--- src/rtl/jtoutrun_subbridge.sv ---
// jtoutrun_subbridge: main-CPU bridge onto the shared Out Run sub-CPU bus.
// Optional wait timeout enabled by defining JTOUTRUN_BRIDGE_TIMEOUT_EN.
module jtoutrun_subbridge #(
    parameter int SETTLE  = 2,
    parameter int HOLD    = 4,
    parameter int TIMEOUT = 255
) (
    input  logic        clk,
    input  logic        rst_n,
    input  logic        main_cs,
    input  logic [18:0] main_A,
    input  logic [1:0]  main_dsn,
    input  logic        main_rnw,
    input  logic [15:0] main_dout,
    output logic [15:0] bridge_dout,
    output logic        bridge_ok,
    output logic        bus_err,
    output logic        sub_br,
    output logic [18:0] sub_A,
    output logic [1:0]  sub_dsn,
    output logic        sub_rnw,
    output logic [15:0] sub_dout,
    input  logic [15:0] sub_din,
    input  logic        sub_ok
);
    typedef enum logic [2:0] {IDLE, REQ, XFER, DONE, KEEP} state_t;

    localparam logic [7:0] SET = 8'(SETTLE);
    localparam logic [7:0] HLD = 8'(HOLD);

    state_t      state, state_nx;
    logic [7:0]  settle, settle_nx, settle_inc, keep, keep_nx;
    logic [15:0] bd_nx;
    logic [1:0]  dsn_l;
    logic        latch;

    // Bus request, strobes and completion follow directly from the state
    assign sub_br    = state != IDLE;
    assign bridge_ok = state == DONE;
    assign sub_dsn   = (state == XFER || state == DONE) ? dsn_l : 2'b11;

`ifdef JTOUTRUN_BRIDGE_TIMEOUT_EN
    localparam logic [7:0] TO = 8'(TIMEOUT);
    logic [7:0] wait_cnt, wait_nx;
    logic       err_nx, timed_out;
`else
    logic unused_timeout;
    assign unused_timeout = ^TIMEOUT;
    assign bus_err = 1'b0;
`endif

    // Next-state, counters and read-data capture
    always_comb begin
        state_nx   = state;
        settle_nx  = settle;
        keep_nx    = keep;
        bd_nx      = bridge_dout;
        latch      = 1'b0;
        settle_inc = (settle == SET) ? settle : settle + 8'd1;
        case (state)
            IDLE: if (main_cs) begin
                latch    = 1'b1;
                state_nx = REQ;
            end
            REQ: if (sub_ok) begin
                settle_nx = 8'd0;
                state_nx  = XFER;
            end
            XFER: begin
                settle_nx = settle_inc;
                if (settle_inc == SET && sub_ok) begin
                    if (sub_rnw) bd_nx = sub_din;
                    state_nx = DONE;
                end
            end
            DONE: if (!main_cs) begin
                keep_nx  = HLD;
                state_nx = KEEP;
            end
            KEEP: begin
                if (main_cs) begin
                    latch     = 1'b1;
                    settle_nx = 8'd0;
                    state_nx  = XFER;
                end else if (keep == 8'd0) state_nx = IDLE;
                else keep_nx = keep - 8'd1;
            end
            default: state_nx = IDLE;
        endcase
`ifdef JTOUTRUN_BRIDGE_TIMEOUT_EN
        wait_nx   = latch ? 8'd0 : wait_cnt;
        err_nx    = bus_err;
        timed_out = 1'b0;
        if (state == REQ || state == XFER) begin
            wait_nx   = wait_cnt + 8'd1;
            timed_out = state_nx == state && wait_nx == TO;
        end
        if (timed_out) begin
            bd_nx    = 16'hFFFF;
            err_nx   = 1'b1;
            state_nx = DONE;
        end
`endif
    end

    // State and latched transaction registers
    always_ff @(posedge clk) begin
        if (!rst_n) begin
            state       <= IDLE;
            settle      <= 8'd0;
            keep        <= 8'd0;
            bridge_dout <= 16'd0;
            sub_A       <= 19'd0;
            dsn_l       <= 2'b11;
            sub_rnw     <= 1'b0;
            sub_dout    <= 16'd0;
        end else begin
            state       <= state_nx;
            settle      <= settle_nx;
            keep        <= keep_nx;
            bridge_dout <= bd_nx;
            if (latch) begin
                sub_A    <= main_A;
                dsn_l    <= main_dsn;
                sub_rnw  <= main_rnw;
                sub_dout <= main_dout;
            end
        end
    end

`ifdef JTOUTRUN_BRIDGE_TIMEOUT_EN
    // Wait counter and sticky error flag
    always_ff @(posedge clk) begin
        if (!rst_n) begin
            wait_cnt <= 8'd0;
            bus_err  <= 1'b0;
        end else begin
            wait_cnt <= wait_nx;
            bus_err  <= err_nx;
        end
    end
`endif
endmodule
--- config.mk ---
export PLATFORM = sky130hd
export DESIGN_NAME = jtoutrun_subbridge
export DESIGN_NICKNAME = d
export VERILOG_FILES = /design/src/rtl/jtoutrun_subbridge.sv
export SDC_FILE = /design/constraint.sdc
export NUM_CORES = 1
export LEC_CHECK = 0
export BUFFER_PORTS_ARGS = -buffer_cell sky130_fd_sc_hd__buf_2
export CORE_ASPECT_RATIO = 1.4
export CORE_MARGIN = 5
export CORE_UTILIZATION = 50
export DETAILED_ROUTE_END_ITERATION = 8
export GPL_TIMING_DRIVEN = 0
export MAX_ROUTING_LAYER = met4
export PLACE_DENSITY = 0.9
export SYNTH_ARGS = -nofsm -noshare
export SYNTH_HDL_FRONTEND = slang
export SYNTH_SLANG_ARGS = --single-unit
--- constraint.sdc ---
create_clock -name clk -period 4.1 [get_ports clk]
set_input_delay 0.41 -clock clk [delete_from_list [all_inputs] [get_ports clk]]
set_output_delay 0.41 -clock clk [all_outputs]
set_load 0.01 [all_outputs]
==> results of run 1 <==
where the power goes:
group / total (mW) / internal (mW) / leakage [nW] / switching, mW
logic: 0.270 / 0.109 / 1.25 / 0.161
clock network: 0.538 / 0.281 / 0.0933 / 0.257
registers: 0.773 / 0.750 / 0.594 / 0.0228
total: 1.58 / 1.14 / 1.94 / 0.442
final cells by class:
class	instances	area, sq um	area share
tap	74	92.6	0.0224
clock inverter	5	56.3	0.0136
buffer	24	106	0.0258
timing repair buffer	112	561	0.136
clock buffer	11	131	0.0318
inverter	6	22.5	0.00546
sequential	73	1460	0.354
multi-input combinational	282	1700	0.411
per-stage QoR:
step,area [sq um],util,setup WS [ns]
final,4130,0.637,1.85
after CTS,4130,0.637,1.85
after global routing,4130,0.637,1.72
after global placement,3940,0.608,1.96
after detailed placement,3940,0.608,1.91
after floorplan,3290,-,2.13
registers in the layout, summed over array words and instances, names as in the netlist:
name         cells
sub_dout        16
keep             8
bridge_dout     16
sub_A           19
state            3
dsn_l            2
sub_rnw          1
settle           8
worst paths after layout:
| check | to | cells after the start |
|---|---|---|
| max | bridge_dout[13] | 7 |
| min | dsn_l[0] | 3 |
| max reg2reg | bridge_dout[13] | 7 |
| min reg2reg | bridge_dout[12] | 2 |
per-layer routing:
layer  routed length (microns)  vias to the layer above  global-route usage
li1                          -                     1531                   -
met1                      3170                     1421               0.215
met2                      4410                      103               0.365
met3                       468                       19              0.0508
met4                       229                        0               0.109
met5                         0                        -                   -
critical path: stages (launching register included):
cell	delay [ns]
dfxtp_1	0.44
ha_1	0.28
nand3_1	0.27
o21a_1	0.27
a211oi_2	0.26
nand4_4	0.25
buf_6	0.23
mux2i_1	0.17
cells by family (layout without fill, tap and decap cells):
kind of cell | count (synthesis) | in the layout | share of synthesized area
AND/OR/NAND/NOR | 175 | 175 | 0.245
AO/OA/AOI/OAI | 75 | 75 | 0.176
flip-flops | 73 | 73 | 0.445
buffers and inverters | 30 | 158 | 0.0392
multiplexers | 18 | 18 | 0.0548
XOR/XNOR | 9 | 9 | 0.0240
adder cells (fa/ha/maj) | 4 | 4 | 0.0152
other | 1 | 1 | 0.00114
cell usage in the layout (no fill, tap or decap), drive strengths merged, types with 2 or more instances in the layout:
master / Yosys / layout
xor2: 2 / 2
clkinv: 0 / 3
nand4: 3 / 3
a211o: 2 / 2
nand2: 116 / 116
nand2b: 6 / 6
clkbuf: 17 / 28
or4: 3 / 3
a211oi: 3 / 3
xnor2: 7 / 7
a21oi: 8 / 8
nor3: 3 / 3
a2111oi: 3 / 3
nand3b: 4 / 4
inv: 6 / 6
nor2: 21 / 21
and2: 4 / 4
mux2i: 18 / 18
ha: 4 / 4
nand3: 5 / 5
o21ai: 9 / 9
dfxtp: 73 / 73
a21boi: 42 / 42
and4: 2 / 2
a31oi: 2 / 2
o21a: 3 / 3
buf: 7 / 119
or3: 3 / 3
==> reports/summary.txt, run 1 <==
outcome: complete, no violations
sequential element share of the synthesized area: 0.445
Synthesized Nets: 447
syn avg cell area: 8.53 sq um
TritonCTS Buffers: 9
pwr/cell area: 383 nW/um^2
hold path start: main_dsn[0]
worst hold-check slack: 0.277 ns
Synth Instances: 385
Core Region: 6480 sq um
Root Buffer: clkbuf_8
WP data required: 4.36 ns
CTS Hold Bufs: 0
Pins Over Slew Limit: 0
Die Wd: 78.5 microns
initial DRC count: 160
Worst Hold Class: in -> reg
gr usage total: 0.209
die area: 8320 sq um
Max Clk Rate: 445 MHz
crit end category: flip-flop
Design Power: 1.58 mW
Reg-to-Reg Start: settle[1]
maximum clock insertion buffer count: 2
H-tree level count: 3
# nets final: 570
Worst-Margin Slew: 0.600 ns
most frequent cell after synthesis: nand2_1
num ports: 115
CP max FO: 10
DRC Markers: 0
Resized cells post-CTS: 0
headroom to the max-slew limit: 0.590
Post-CTS Repair Setup Buffers: 0
grt ovf: 0
crit share post-route: 0.548
fraction of layout cells with a size suffix above 1: 0.281
initial antenna violation count: 0
critical path type: reg -> reg
Post-Place Cells: 571
Ant. Diodes: 0
filler cell count: 542
endpoints failing setup: 0
maximum vdd ir drop: 0.367 mV
Worst EP arrival: 2.51 ns
yosys warns: 0
number of synthesized flops with an enable pin: 0
Mapped Area: 3290 sq um
routed vias/inst: 5.24
port buffer count: 112
first-pass GRT wire length: 13.7 mm
R2R Setup Slk: 1.85 ns
pin count of the biggest net entering global routing: 13
FP Rows: 35
CP startpoint: settle[1]
gpl congestion: 0.860
crit start category: flip-flop
ANT nets after route: 0
WL/cell: 14.1 microns
post-synth cell types: 48
vias in the first global route: 3124
drt first pass iters: 4
clock skew: 0.00740 ns
CTS tree: done
Static Leak: 1.94 nW
area grow syn2layout: 25.6%
#FFs+latches synth: 73
Final Hold Viols: 0
RSZ-0062 raised after global routing: no
Max Cap Viol: 0
Routed WL: 8.27 mm
Post-synth ARST share: 0
most frequently used flop master after synthesis: dfxtp_1
Synth top area share: 0.445
Area contributors post-synth: dfxtp_1, nand2_1, a21boi_0
Final Non-Filler Cells: 587
DR vias: 3074
clock sink total: 73
initial core utilization: 0.507
area leader, netlist: dfxtp_1
setup TNS: 0 ns
Die Ht: 106 microns
Post-DP HPWL: 6.41 mm
Skew-Pair Late Insertion Delay: 0.33 ns
Tmin final: 2.25 ns
synth cell count leaders: nand2_1, dfxtp_1, a21boi_0
Worst-path clk slew: 0.07 ns
No activity file was read; power rests on OpenSTA's default activity.
==> run 2, diff against run 1 <==
==> constraint.sdc (replaced) <==
create_clock -name clk -period 2.2 [get_ports clk]
set_input_delay 0.22 -clock clk [delete_from_list [all_inputs] [get_ports clk]]
set_output_delay 0.22 -clock clk [all_outputs]
set_load 0.01 [all_outputs]
==> run 2 against run 1 <==
Non-clock buffer count up 1; worst hold slack worse by 0.19 ns; sequential power up 86%; highest routed layer unchanged; wire length about the same; design area up 0.45%; combinational power up 87%; total power up 86%; die area unchanged; fmax up 7.3%.
==> reports/summary.txt, run 2 (same netlist as run 1, synthesis figures left out) <==
outcome: complete, no violations
DR vias: 3083 (+0.29%)
setup TNS: 0 ns (unchanged)
Skew-Pair Late Insertion Delay: 0.33 ns (about the same)
max reg flops: 19 (unchanged)
Design Power: 2.95 mW (+86%)
FP Rows: 35 (unchanged)
Routed WL: 8.28 mm (about the same)
crit start category: flip-flop
Worst-Margin Slew: 0.520 ns (-0.0793 ns)
Largest regs: sub_A x19, bridge_dout x16, sub_dout x16
maximum vdd ir drop: 0.684 mV (+86%)
Worst EP arrival: 2.35 ns (-0.16 ns)
first-pass GRT wire length: 13.7 mm (about the same)
pwr/cell area: 711 nW/um^2 (+85%)
initial core utilization: 0.507 (unchanged)
WL/cell: 14.1 microns (about the same)
ANT nets after route: 0 (unchanged)
fin util: 0.640 (+0.00289)
area grow syn2layout: 26.2%
CP max FO: 10 (unchanged)
gr usage total: 0.209 (unchanged)
drt first pass iters: 4 (unchanged)
Die Ht: 106 microns (unchanged)
CP cell instances: inv_1, ha_1, nor4b_4, a211o_1, a211oi_2, nand4_4, buf_6, mux2i_1
Die Wd: 78.5 microns (unchanged)
commonest non-fill, non-tap cells in the layout: buf_2, nand2_1, dfxtp_1
Tmin final: 2.09 ns (-0.154 ns)
Worst path slowest cell: dfxtp_1
# nets final: 571 (+0.18%)
sum of buffers and inverters on the critical path: 2 (+1)
area post-placement: 3940 sq um (unchanged)
pin count of the biggest net entering global routing: 13 (unchanged)
headroom to the max-slew limit: 0.644 (+0.0542)
initial antenna violation count: 0 (unchanged)
vias in the first global route: 3128 (+0.13%)
fraction of layout cells with a size suffix above 1: 0.286 (+0.00529)
Worst-path clk slew: 0.08 ns (about the same)
WP data required: 2.46 ns (-1.90 ns)
DRC Markers: 0 (unchanged)
Max Clk Rate: 477 MHz (+7.3%)
post-route design area: 4150 sq um (+0.45%)
CTS tree: done
endpoints failing setup: 0 (unchanged)
die area: 8320 sq um (unchanged)
CP max stage delay: 0.42 ns (-0.02 ns)
H-tree level count: 3 (unchanged)
most common cell after layout, fill and taps aside: buf_2
clock sink total: 73 (unchanged)
initial DRC count: 170 (+6.3%)
Static Leak: 1.95 nW (+0.29%)
Post-DP HPWL: 6.41 mm (unchanged)
Pins Over Slew Limit: 0 (unchanged)
crit end category: flip-flop
CTS Hold Bufs: 0 (unchanged)
port buffer count: 112 (unchanged)
crit share post-route: 0.952 (+0.404)
Ant. Diodes: 0 (unchanged)
Final Hold Viols: 0 (unchanged)
Crit path max-delay family: compound AO/OA/AOI/OAI gates
worst hold-check slack: 0.0883 ns (-0.189 ns)
grt ovf: 0 (unchanged)
Worst Hold Class: in -> reg
gpl congestion: 0.860 (unchanged)
clock skew: 0.00587 ns (-0.00153 ns)
largest reg by FF count: sub_A
critical path type: reg -> reg
Root Buffer: clkbuf_8
TritonCTS Buffers: 9 (unchanged)
maximum clock insertion buffer count: 2 (unchanged)
routed vias/inst: 5.24 (+0.12%)
num ports: 115 (unchanged)
Core Region: 6480 sq um (unchanged)
Max Cap Viol: 0 (unchanged)
-- run 2: changes by cell type in the layout (fill, tap and decap cells not counted), sizes merged --
cell  delta
buf      +1
-- run 2: repair_timing --
item,4_1_cts,5_1_grt
resized for setup,1,2
pin swaps,1,0
endpoints found under the setup margin,10,1
setup buffers,1,0
-- run 2: per-layer routing --
layer | part of all wire | global-route usage | routed length, microns
met1 | 0.39 | 0.216 | 3210
met2 | 0.52 | 0.361 | 4310
met3 | 0.054 | 0.0517 | 443
met4 | 0.038 | 0.113 | 316
met5 | 0 | - | 0
-- run 2: per-stage QoR --
step / worst slack, ns / cells
2_1_floorplan: 0.233 / 385
3_3_place_gp: 0.0592 / 571
3_5_place_dp: 0.00612 / 571
4_1_cts: 0.0935 / 588
5_1_grt: -0.0167 / 588
6_report: 0.105 / 588
-- run 2: tightest hold or removal path: stages --
cell     delay (ns)
buf_2          0.07
nand2_1        0.04
nand3_1        0.06
-- run 2: layout make-up --
cell class                      instances  area (sq um)
Fill cell                             537          2340
Multi-Input combinational cell        282          1710
Sequential cell                        73          1460
Timing Repair Buffer                  113           568
Clock buffer                           11           131
Buffer                                 24           106
Tap cell                               74          92.6
Clock inverter                          5          56.3
Inverter                                6          22.5
-- run 2: report_power, final --
group	leakage [nW]	switching, mW	internal, mW
sequential	0.594	0.0423	1.40
combinational	1.26	0.302	0.204
clock	0.0933	0.477	0.523
total	1.95	0.821	2.12
-- run 2: final timing paths --
kind	from	endpoint	slack [ns]	cells past startpoint
worst max-delay path	settle[0]	bridge_dout[13]	0.11	8
worst min-delay path	main_dsn[0]	dsn_l[0]	0.09	3
worst max register to register	settle[0]	bridge_dout[13]	0.11	8
worst min register to register	bridge_dout[12]	bridge_dout[12]	0.46	2
